<file path="src/rtl/serial_add_unit.sv">
// Digit-serial adder: adds DIGIT bits per clock, LSB first, carry kept in a flop.
// Ports: clk, rst_n, start, a, b, cin, [sub when SERIAL_ADD_SUB_EN] -> sum, carry_out, overflow, busy, done.
module serial_add_unit #(
  parameter int WIDTH = 8,
  parameter int DIGIT = 1
) (
  input  logic             clk,
  input  logic             rst_n,
  input  logic             start,
  input  logic [WIDTH-1:0] a,
  input  logic [WIDTH-1:0] b,
  input  logic             cin,
`ifdef SERIAL_ADD_SUB_EN
  input  logic             sub,
`endif
  output logic [WIDTH-1:0] sum,
  output logic             carry_out,
  output logic             overflow,
  output logic             busy,
  output logic             done
);

  localparam int N  = WIDTH / DIGIT;
  localparam int CW = (N > 1) ? $clog2(N) : 1;

  typedef enum logic {IDLE, RUN} state_t;

  state_t           state;
  state_t           state_nx;
  logic [WIDTH-1:0] a_q;
  logic [WIDTH-1:0] b_q;
  logic [WIDTH-1:0] acc;
  logic [WIDTH-1:0] acc_nx;
  logic [WIDTH-1:0] ds_ext;
  logic [DIGIT-1:0] ds;
  logic [CW-1:0]    cnt;
  logic             carry;
  logic             dc;
  logic             dmsb;
  logic             c;
  logic             last;
  logic             ld;
  logic             sub_i;

`ifdef SERIAL_ADD_SUB_EN
  assign sub_i = sub;
`else
  assign sub_i = 1'b0;
`endif

  // Ripple through one digit; dmsb is the carry into the digit's top bit,
  // which on the last digit is the carry into the word MSB.
  always_comb begin
    c    = carry;
    dmsb = carry;
    ds   = '0;
    for (int i = 0; i < DIGIT; i++) begin
      dmsb  = c;
      ds[i] = a_q[i] ^ b_q[i] ^ c;
      c     = (a_q[i] & b_q[i]) | (c & (a_q[i] ^ b_q[i]));
    end
    dc = c;
  end

  // New digit enters at the top; after N shifts the word is aligned.
  always_comb begin
    ds_ext            = '0;
    ds_ext[DIGIT-1:0] = ds;
    acc_nx = (acc >> DIGIT) | (ds_ext << (WIDTH - DIGIT));
  end

  assign last = (cnt == CW'(N - 1));
  assign busy = (state == RUN);

  always_comb begin
    state_nx = state;
    ld       = 1'b0;
    unique case (state)
      IDLE: begin
        if (start) begin
          state_nx = RUN;
          ld       = 1'b1;
        end
      end
      RUN: begin
        if (last) state_nx = IDLE;
      end
      default: state_nx = IDLE;
    endcase
  end

  always_ff @(posedge clk or negedge rst_n) begin
    if (!rst_n) state <= IDLE;
    else        state <= state_nx;
  end

  // Subtract is a + ~b + ~cin, so inversion happens once at capture.
  always_ff @(posedge clk or negedge rst_n) begin
    if (!rst_n) begin
      a_q       <= '0;
      b_q       <= '0;
      acc       <= '0;
      carry     <= 1'b0;
      cnt       <= '0;
      sum       <= '0;
      carry_out <= 1'b0;
      overflow  <= 1'b0;
      done      <= 1'b0;
    end else begin
      done <= 1'b0;
      if (ld) begin
        a_q   <= a;
        b_q   <= b ^ {WIDTH{sub_i}};
        carry <= cin ^ sub_i;
        cnt   <= '0;
      end else if (state == RUN) begin
        a_q   <= a_q >> DIGIT;
        b_q   <= b_q >> DIGIT;
        carry <= dc;
        acc   <= acc_nx;
        cnt   <= cnt + 1'b1;
        if (last) begin
          sum       <= acc_nx;
          carry_out <= dc;
          overflow  <= dmsb ^ dc;
          done      <= 1'b1;
        end
      end
    end
  end

endmodule

</file>
<file path="config.mk">
export PLATFORM = sky130hd
export DESIGN_NAME = serial_add_unit
export DESIGN_NICKNAME = d
export VERILOG_FILES = /design/src/rtl/serial_add_unit.sv
export SDC_FILE = /design/constraint.sdc
export NUM_CORES = 1
export LEC_CHECK = 0
export ABC_AREA = 1
export CORE_UTILIZATION = 55
export CTS_CLUSTER_SIZE = 8
export DETAILED_ROUTE_END_ITERATION = 6
export PLACE_DENSITY = 0.86
export SLEW_MARGIN = 25
export SYNTH_ARGS = -nofsm -noshare
export SYNTH_HDL_FRONTEND = slang
export SYNTH_SLANG_ARGS = --single-unit
</file>
<file path="constraint.sdc">
create_clock -name clk -period 3.5 [get_ports clk]
set_input_delay 0.35 -clock clk [delete_from_list [all_inputs] [get_ports clk]]
set_output_delay 0.35 -clock clk [all_outputs]
set_load 0.03 [all_outputs]
</file>
Yosys cells after proc, flatten, opt, wreduce, memory -nomap -nowiden
Index checks and enable logic that the tools add are counted.
{ "op_classes": {"add_sub_neg": 1, "eq_ne": 1, "muxes": 15, "n_bitwise": 9, "n_reduce_logical": 3} }
{ "ops": {"columns": ["operator", "n"], "rows": [
  ["two-way mux 8 bit", 4],
  ["two-way mux 1 bit", 8],
  ["OR 7 x 8 -> 8 bit", 1],
  ["two-way mux 3 bit", 2],
  ["adder 3 x 1 -> 3 bit (second input constant)", 1],
  ["equality test 3 bit (second input constant)", 1],
  ["AND reduction 3 bit", 1],
  ["bitwise XOR 1 bit", 3],
  ["AND 1 bit", 2],
  ["NOT 1 bit", 2],
  ["case mux 1 bit (2 select lines)", 1],
  ["AND reduction 2 bit", 1],
  ["nonzero test 2 bit", 1],
  ["OR 1 bit", 1]
]} }
{ "word_totals": {"ff_bits": 40, "word_cells": 39} }

Depth between registers and ports, before layout
Gate-level depths: netlist (run 1).
{ "depth": {"depth_word": 5, "mapped_depth": 6} }

Least setup slack after synthesis (run 1)
OpenSTA, ideal clock, no wires.
{ "synth_timing": {"path_kind": "register to register", "start": "register cnt[0]", "end": "register overflow", "setup_time_ns": 0.117, "arrival_time_ns": 1.091, "path_slack_ns": 2.291, "path_stages_with_launch": 7, "path_buffers": 0, "cell_sequence": "dfrtp_1 > ha_1 > ha_1 > nand2_4 > clkinv_1 > nand3_1 > nand2_1"} }
{ "synth_between": {"elab_chain_cells": 2} }
{ "synth_lines": {"columns": ["element", "line_no", "rtl"], "rows": [
  ["start: declaration", "36", "logic [CW-1:0] cnt;"],
  ["start signal: assignment", "121", "cnt <= cnt + 1'b1;"],
  ["equality test 3 bit", "72", "assign last = (cnt == CW'(N - 1));"],
  ["AND reduction 3 bit (no source line)", null, null],
  ["end signal: assignment", "125", "overflow <= dmsb ^ dc;"],
  ["end: declaration", "18", "output logic overflow,"]
]} }
Every way passes these cells.
A chain may end at the register's enable or synchronous reset.

Worst setup path in the final report (run 1)
{ "layout_timing": {"start": "register sum[4]", "end": "output port sum[4]"} }
{ "layout_rtl": {"columns": ["element", "line_no", "rtl"], "rows": [
  ["start: declaration", "16", "output logic [WIDTH-1:0] sum,"],
  ["start signal: assignment", "123", "sum <= acc_nx;"]
]} }
No word-level cell between the ends.

==> summary.md, run 1 <==
| Metric | Value |
|---|---|
| Setup TNS | 0 ns |
| Initial antenna violation count | 0 |
| Final period util | 49.45% |
| Detailed-route DRC error count | 4 |
| # rows | 19 |
| Seq/Total Area, Yosys | 57.99% |
| Post-synthesis xor/xnor area fraction | 0% |
| Worst Tran Pin Value | 0.8280 ns |
| RSZ-0062 raised after global routing | false |
| I/O pins | 32 |
| Crit path required time | 3.15 ns |
| Post-CTS Setup Bufs | 0 |
| Failing checks | DRC |
| Clk_lat worst skew | 0.34 ns |
| Post-Synth Adder-Cell Area | 2.677% |
| Worst hold slack | 0.09380 ns |
| Cells after DPL | 231 |
| Hold bufs inserted after CTS | 0 |
| CP max-delay cell | clkdlybuf4s50_1 |
| DP Worst Slack | 1.609 ns |
| Kind of critical path | flip-flop to output port |
| Die Area | 0.003285 mm2 |
| Vias in the first global route | 1,207 |
| Gpl congestion | 0.7250 |
| Worst-path clk slew | 0.11 ns |
| Critical R2R Capture | overflow$_DFFE_PN0P_ |
| Wirelength per Cell | 11.55 um |
| TritonCTS clock tree | built |
| Peak supply drop | 0.3669 mV |
| Cell family with most CP delay | buffers and inverters |
| Tmin final | 1.731 ns |
| Hold WC Path Type | primary input to async pin |
| Most frequent cells in the layout | nand2_1, dfrtp_1, nand3_1 |
| Simple-gate share of the synthesized area | 25.43% |
| Post-CTS Resized | 0 |
| Core area | 0.002829 mm2 |
| Pin count of the biggest net entering global routing | 40 |
| CP Cell Sequence | clkdlybuf4s50_1 |
| Nets | 230 |
| H-Tree Depth | 2 |
| Lkg Pwr | 0.9742 nW |
| CTS buffer count | 5 |
| Grt total ovfl | 0 |
| CP Max Fanout | 2 |
| Cell variety after synth | 16 |
| Die Y | 57.32 um |
| CTS root buf | clkbuf_4 |
| ANT cells | 0 |
| Clk_skew | 0.01587 ns |
| Status | complete, but fails checks |
| Largest stage delay, worst path | 0.67 ns |
| Mapped Area | 0.001683 mm2 |
| R2R depth | 6 |
| Post-synthesis mux area share | 0% |
| Compound-cell area share of the yosys netlist | 6.543% |
| Port buffer count | 31 |
| Number of max-cap violations | 0 |
| Reg2reg setup slack | 2.05 ns |
| Number of register bits inferred by synthesis | 39 |
| First-pass GRT wire length | 5002 um |
| Core Util, Final | 71.61% |
| Max_slew headroom | 44.80% |
| Via count | 1,258 |
| Final wirelength | 2749 um |
| Pwr dens | 837.9 mW/mm2 |
| 1st-pass router iterations | 6 |
| Starting Density | 59.49% |
| Final setup fails | 0 |
| PnR worst setup slack | 1.769 ns |
| Largest family of logic cells by synthesized area | simple AND/OR/NAND/NOR gates |
| Max-slew violations | 0 |
| Buffer depth of the longest clock path | 2 |
| Syn-to-layout area delta | 20.37% |
| Final hold vios | 0 |
| DRT iter0 DRCs | 63 |
| Startpoint Class | flip-flop |
| Total GRT Usage | 20.18% |
| Crit end category | output port |
| Antenna-violating nets left | 0 |
| Synth Instances | 178 |
| HPWL after detailed placement | 1886 um |
| Fmax | 577.7 MHz |
| WP data arrival | 1.38 ns |
| Num Clock Sinks | 39 |
| Syn_area_per_cell | 9.454 um2 |
| Share of layout cells above drive strength 1 | 9.179% |
| Layout Cells excl Fill | 238 |
| Yosys warning count | 0 |
| Commonest non-fill, non-tap cell in the layout | nand2_1 |
| WP buf/inv | 1 |
| Chip width | 57.32 um |
| Post-DR vias/cell | 5.286 |
| Critical R2R Launch | cnt[0]$_DFFE_PN0P_ |
| Syn_nets | 201 |
==> layout make-up <==
cell class	instances	area [um2]
Clock inverter	1	30.03
Sequential cell	39	975.9
Timing Repair Buffer	32	312.8
Fill cell	210	803.3
Inverter	11	43.79
Clock buffer	6	41.29
Multi-Input combinational cell	118	583.1
Tap cell	31	38.79
==> where the power goes <==
part,leakage [nW],switching [mW],internal (mW)
Sequential,0.507,0.0973,0.629
Combinational,0.429,0.421,0.267
Clock,0.0383,0.136,0.147
==> synthesized netlist by cell type <==
cell	n	area (um2)
nor2_1	1	3.750
buf_6	4	45.04
dfrtp_1	39	975.9
inv_1	9	33.78
inv_4	1	6.260
nand2_1	63	236.5
nand2_4	1	11.26
ha_1	2	25.02
fa_1	1	20.02
nor2_4	1	11.26
o21ai_0	8	40.04
o21ai_2	8	70.07
buf_4	2	15.01
buf_2	4	20.02
clkinv_1	1	3.750
nand3_1	33	165.2
==> state kept, by name, summed over array words and instances (netlist names) <==
signal     count
b_q            8
a_q            8
carry          1
sum            8
overflow       1
acc            7
busy           1
done           1
cnt            3
carry_out      1
==> stage by stage <==
stage | instance area, um2 | total power, mW
after global routing | 2026 | 1.832
after detailed placement | 1954 | 1.432
after CTS | 2026 | 1.714
after global placement | 1954 | 1.394
after floorplan | 1683 | 1.236
final | 2026 | 1.697
==> how the worst max path moves through the flow <==
stage / end / start / slack [ns] / cells after the start
after floorplan: overflow$_DFFE_PN0P_ / cnt[0]$_DFFE_PN0P_ / 2.29 / 6
after global placement: a_q[0]$_DFFE_PN0P_ / start / 1.67 / 4
after detailed placement: b_q[5]$_DFFE_PN0P_ / start / 1.61 / 4
after CTS: sum[4] / sum[4]$_DFFE_PN0P_ / 1.75 / 1
after global routing: sum[4] / sum[4]$_DFFE_PN0P_ / 1.70 / 1
final: sum[4] / sum[4]$_DFFE_PN0P_ / 1.77 / 1
==> kinds of logic (layout without fill, tap and decap cells) <==
kind of cell	Yosys count	count (layout)
AO/OA/AOI/OAI	16	16
adder cells (fa/ha/maj)	3	3
buffers and inverters	21	50
flip-flops	39	39
AND/OR/NAND/NOR	99	99
==> routing by layer <==
layer | part of all wire (%) | wire length [um] | vias up | GRT usage (%)
met1 | 44 | 1219 | 578 | 26.16
met5 | 0 | 0 | - | 0
met2 | 48 | 1326 | 44 | 33.11
met4 | 1.2 | 34 | 0 | 5.923
li1 | - | - | 630 | -
met3 | 6.1 | 169 | 6 | 6.122
Power figures use the tool's default switching activity.
==> run 2: changes to the inputs <==
--- a/config.mk
+++ b/config.mk
@@ -6,10 +6,10 @@
 export NUM_CORES = 1
 export LEC_CHECK = 0
 export ABC_AREA = 1
-export CORE_UTILIZATION = 55
+export CORE_UTILIZATION = 46
 export CTS_CLUSTER_SIZE = 8
 export DETAILED_ROUTE_END_ITERATION = 6
-export PLACE_DENSITY = 0.86
+export PLACE_DENSITY = 0.77
 export SLEW_MARGIN = 25
 export SYNTH_ARGS = -nofsm -noshare
 export SYNTH_HDL_FRONTEND = slang
==> constraint.sdc (replaced) <==
create_clock -name clk -period 1.55 [get_ports clk]
set_input_delay 0.155 -clock clk [delete_from_list [all_inputs] [get_ports clk]]
set_output_delay 0.155 -clock clk [all_outputs]
set_load 0.03 [all_outputs]
==> summary.md, run 2 (same netlist as run 1, synthesis figures left out) <==
| Metric | Value |
|---|---|
| RSZ-0062 raised after global routing | false (unchanged) |
| Lkg Pwr | 1.102 nW (was 0.9742 nW) |
| Initial antenna violation count | 0 (unchanged) |
| Met3 Use GR | 6.204% (was 6.122%) |
| HPWL after detailed placement | 2116 um (was 1886 um) |
| Critical R2R Capture | overflow$_DFFE_PN0P_ (unchanged) |
| Crit end category | output port (unchanged) |
| DP Worst Slack | 0.1058 ns (was 1.609 ns) |
| Via count | 1,293 (was 1,258) |
| Buffer depth of the longest clock path | 2 (unchanged) |
| Final setup fails | 0 (unchanged) |
| DRT iter0 DRCs | 46 (was 63) |
| WP data arrival | 1.28 ns (was 1.38 ns) |
| Met1 usage | 21.74% (was 26.16%) |
| ANT cells | 0 (unchanged) |
| Worst-path clk slew | 0.11 ns (about the same) |
| Pin count of the biggest net entering global routing | 22 (was 40) |
| Nets | 245 (was 230) |
| Die Y | 62.49 um (was 57.32 um) |
| Reg2reg setup slack | 0.22 ns (was 2.05 ns) |
| Clk_skew | 0.01036 ns (was 0.01587 ns) |
| Crit path required time | 1.39 ns (was 3.15 ns) |
| Gpl congestion | 0.7673 (was 0.7250) |
| Peak supply drop | 0.6701 mV (was 0.3669 mV) |
| CP startpoint | busy$_DFF_PN0_ (was sum[4]$_DFFE_PN0P_) |
| Die Area | 0.003904 mm2 (was 0.003285 mm2) |
| Detailed-route DRC error count | 0 (was 4) |
| Critical R2R Launch | cnt[0]$_DFFE_PN0P_ (unchanged) |
| Startpoint Class | flip-flop (unchanged) |
| Pwr dens | 1758 mW/mm2 (was 837.9 mW/mm2) |
| CP Max Fanout | 20 (was 2) |
| Largest registers | a_q (8), b_q (8), sum (8) (unchanged) |
| # rows | 21 (was 19) |
| Starting Density | 49.27% (was 59.49%) |
| Most frequent cells in the layout | nand2_1, dfrtp_1, nand3_1 (unchanged) |
| Worst Tran Pin Value | 0.4282 ns (was 0.8280 ns) |
| Clk_lat worst skew | 0.35 ns (was 0.34 ns) |
| Met2 Use GR | 28.53% (was 33.11%) |
| Syn-to-layout area delta | 27.73% (was 20.37%) |
| Status | complete, no violations (was complete, but fails checks) |
| Wirelength per Cell | 11.40 um (was 11.55 um) |
| Kind of critical path | flip-flop to output port (unchanged) |
| Gr busiest metal | met2 (unchanged) |
| PnR worst setup slack | 0.1176 ns (was 1.769 ns) |
| Core area | 0.003416 mm2 (was 0.002829 mm2) |
| Antenna-violating nets left | 0 (unchanged) |
| CTS root buf | clkbuf_4 (unchanged) |
| Cells after DPL | 252 (was 231) |
| Setup TNS | 0 ns (unchanged) |
| TritonCTS clock tree | built (unchanged) |
| Layout Cells excl Fill | 268 (was 238) |
| Post-DR vias/cell | 4.825 (was 5.286) |
| Total GRT Usage | 17.84% (was 20.18%) |
| First-pass GRT wire length | 5361 um (was 5002 um) |
| CTS buffer count | 5 (unchanged) |
| Port buffer count | 31 (unchanged) |
| Final hold vios | 0 (unchanged) |
| R2R depth | 6 (unchanged) |
| Fmax | 698.1 MHz |
| I/O pins | 32 (unchanged) |
| Final wirelength | 3055 um (was 2749 um) |
| Commonest non-fill, non-tap cell in the layout | nand2_1 (unchanged) |
| Final period util | 92.41% |
| Chip width | 62.49 um (was 57.32 um) |
| Grt total ovfl | 0 (unchanged) |
| H-Tree Depth | 2 (unchanged) |
| Share of layout cells above drive strength 1 | 16.22% (was 9.179%) |
| Max-slew violations | 0 (unchanged) |
| Hold WC Path Type | primary input to async pin (unchanged) |
| 1st-pass router iterations | 4 (was 6) |
| Tmin final | 1.432 ns |
| Number of max-cap violations | 0 (unchanged) |
| Max_slew headroom | 71.45% (was 44.80%) |
| Num Clock Sinks | 39 (unchanged) |
| Vias in the first global route | 1,191 (was 1,207) |
## run 2: changes by cell type in the layout (fill, tap and decap cells not counted), sizes merged
| cell | previous run | this run |
|---|---|---|
| dlygate4sd2 | 0 | 9 |
| dlymetal6s2s | 0 | 2 |
| buf | 2 | 17 |
| clkdlybuf4s50 | 30 | 18 |
| dlygate4sd3 | 0 | 1 |
| clkinv | 1 | 2 |
| bufinv | 1 | 0 |
## run 2: through the flow
stage	total power [mW]	util, %	cell area (um2)	hold slack (ns)
after floorplan	2.791	-	1683	-0.1406
after global placement	3.223	59.38	2028	0.1191
after detailed placement	3.279	59.38	2028	0.1170
after CTS	3.748	61.03	2085	0.2666
after global routing	4.090	62.93	2150	0.2875
final	3.780	62.93	2150	0.2522
## run 2: critical path: stages, from the launching register on
cell and delay, ns:
dfrtp_2 0.48, buf_4 0.26, buf_4 0.19
## run 2: how the worst max path moves through the flow
stage / end / cells after the start
finish: busy / 2
global route: busy / 2
CTS: sum[5] / 1
detailed placement: overflow$_DFFE_PN0P_ / 6
global placement: overflow$_DFFE_PN0P_ / 6
floorplan: overflow$_DFFE_PN0P_ / 6
## run 2: layout make-up
type / count / area, um2
tap: 46 / 57.56
clock inverter: 1 / 5.005
inverter: 11 / 43.79
clock buffer: 6 / 51.30
multi-input combinational: 118 / 583.1
sequential: 39 / 977.2
timing repair buffer: 47 / 431.7
fill: 312 / 1266
## run 2: power breakdown
| part | switching, mW | internal (mW) | total, mW |
|---|---|---|---|
| clock network | 0.321 | 0.210 | 0.531 |
| registers | 0.244 | 1.42 | 1.67 |
| logic | 0.947 | 0.635 | 1.58 |
| total | 1.51 | 2.27 | 3.78 |
## run 2: what timing repair did
action,in CTS,in global routing
hold endpoints to repair,18,0
buffers inserted,0,8
resized for setup,10,2
pin swaps,0,1
setup endpoints to repair,10,3
hold buffers,1,0
## run 2: layer usage
layer | wire length [um] | share of wire, %
met1 | 1379 | 45
met4 | 49 | 1.6
met3 | 147 | 4.8
met2 | 1477 | 48
met5 | 0 | 0
==> run 3: changes to the inputs <==
--- a/config.mk
+++ b/config.mk
@@ -10,7 +10,7 @@
 export CTS_CLUSTER_SIZE = 8
 export DETAILED_ROUTE_END_ITERATION = 6
 export PLACE_DENSITY = 0.77
-export SLEW_MARGIN = 25
+export SLEW_MARGIN = 20
 export SYNTH_ARGS = -nofsm -noshare
 export SYNTH_HDL_FRONTEND = slang
 export SYNTH_SLANG_ARGS = --single-unit
==> results of run 3 <==
Same layout as run 2: the final DEF is identical, and so are final timing and power.
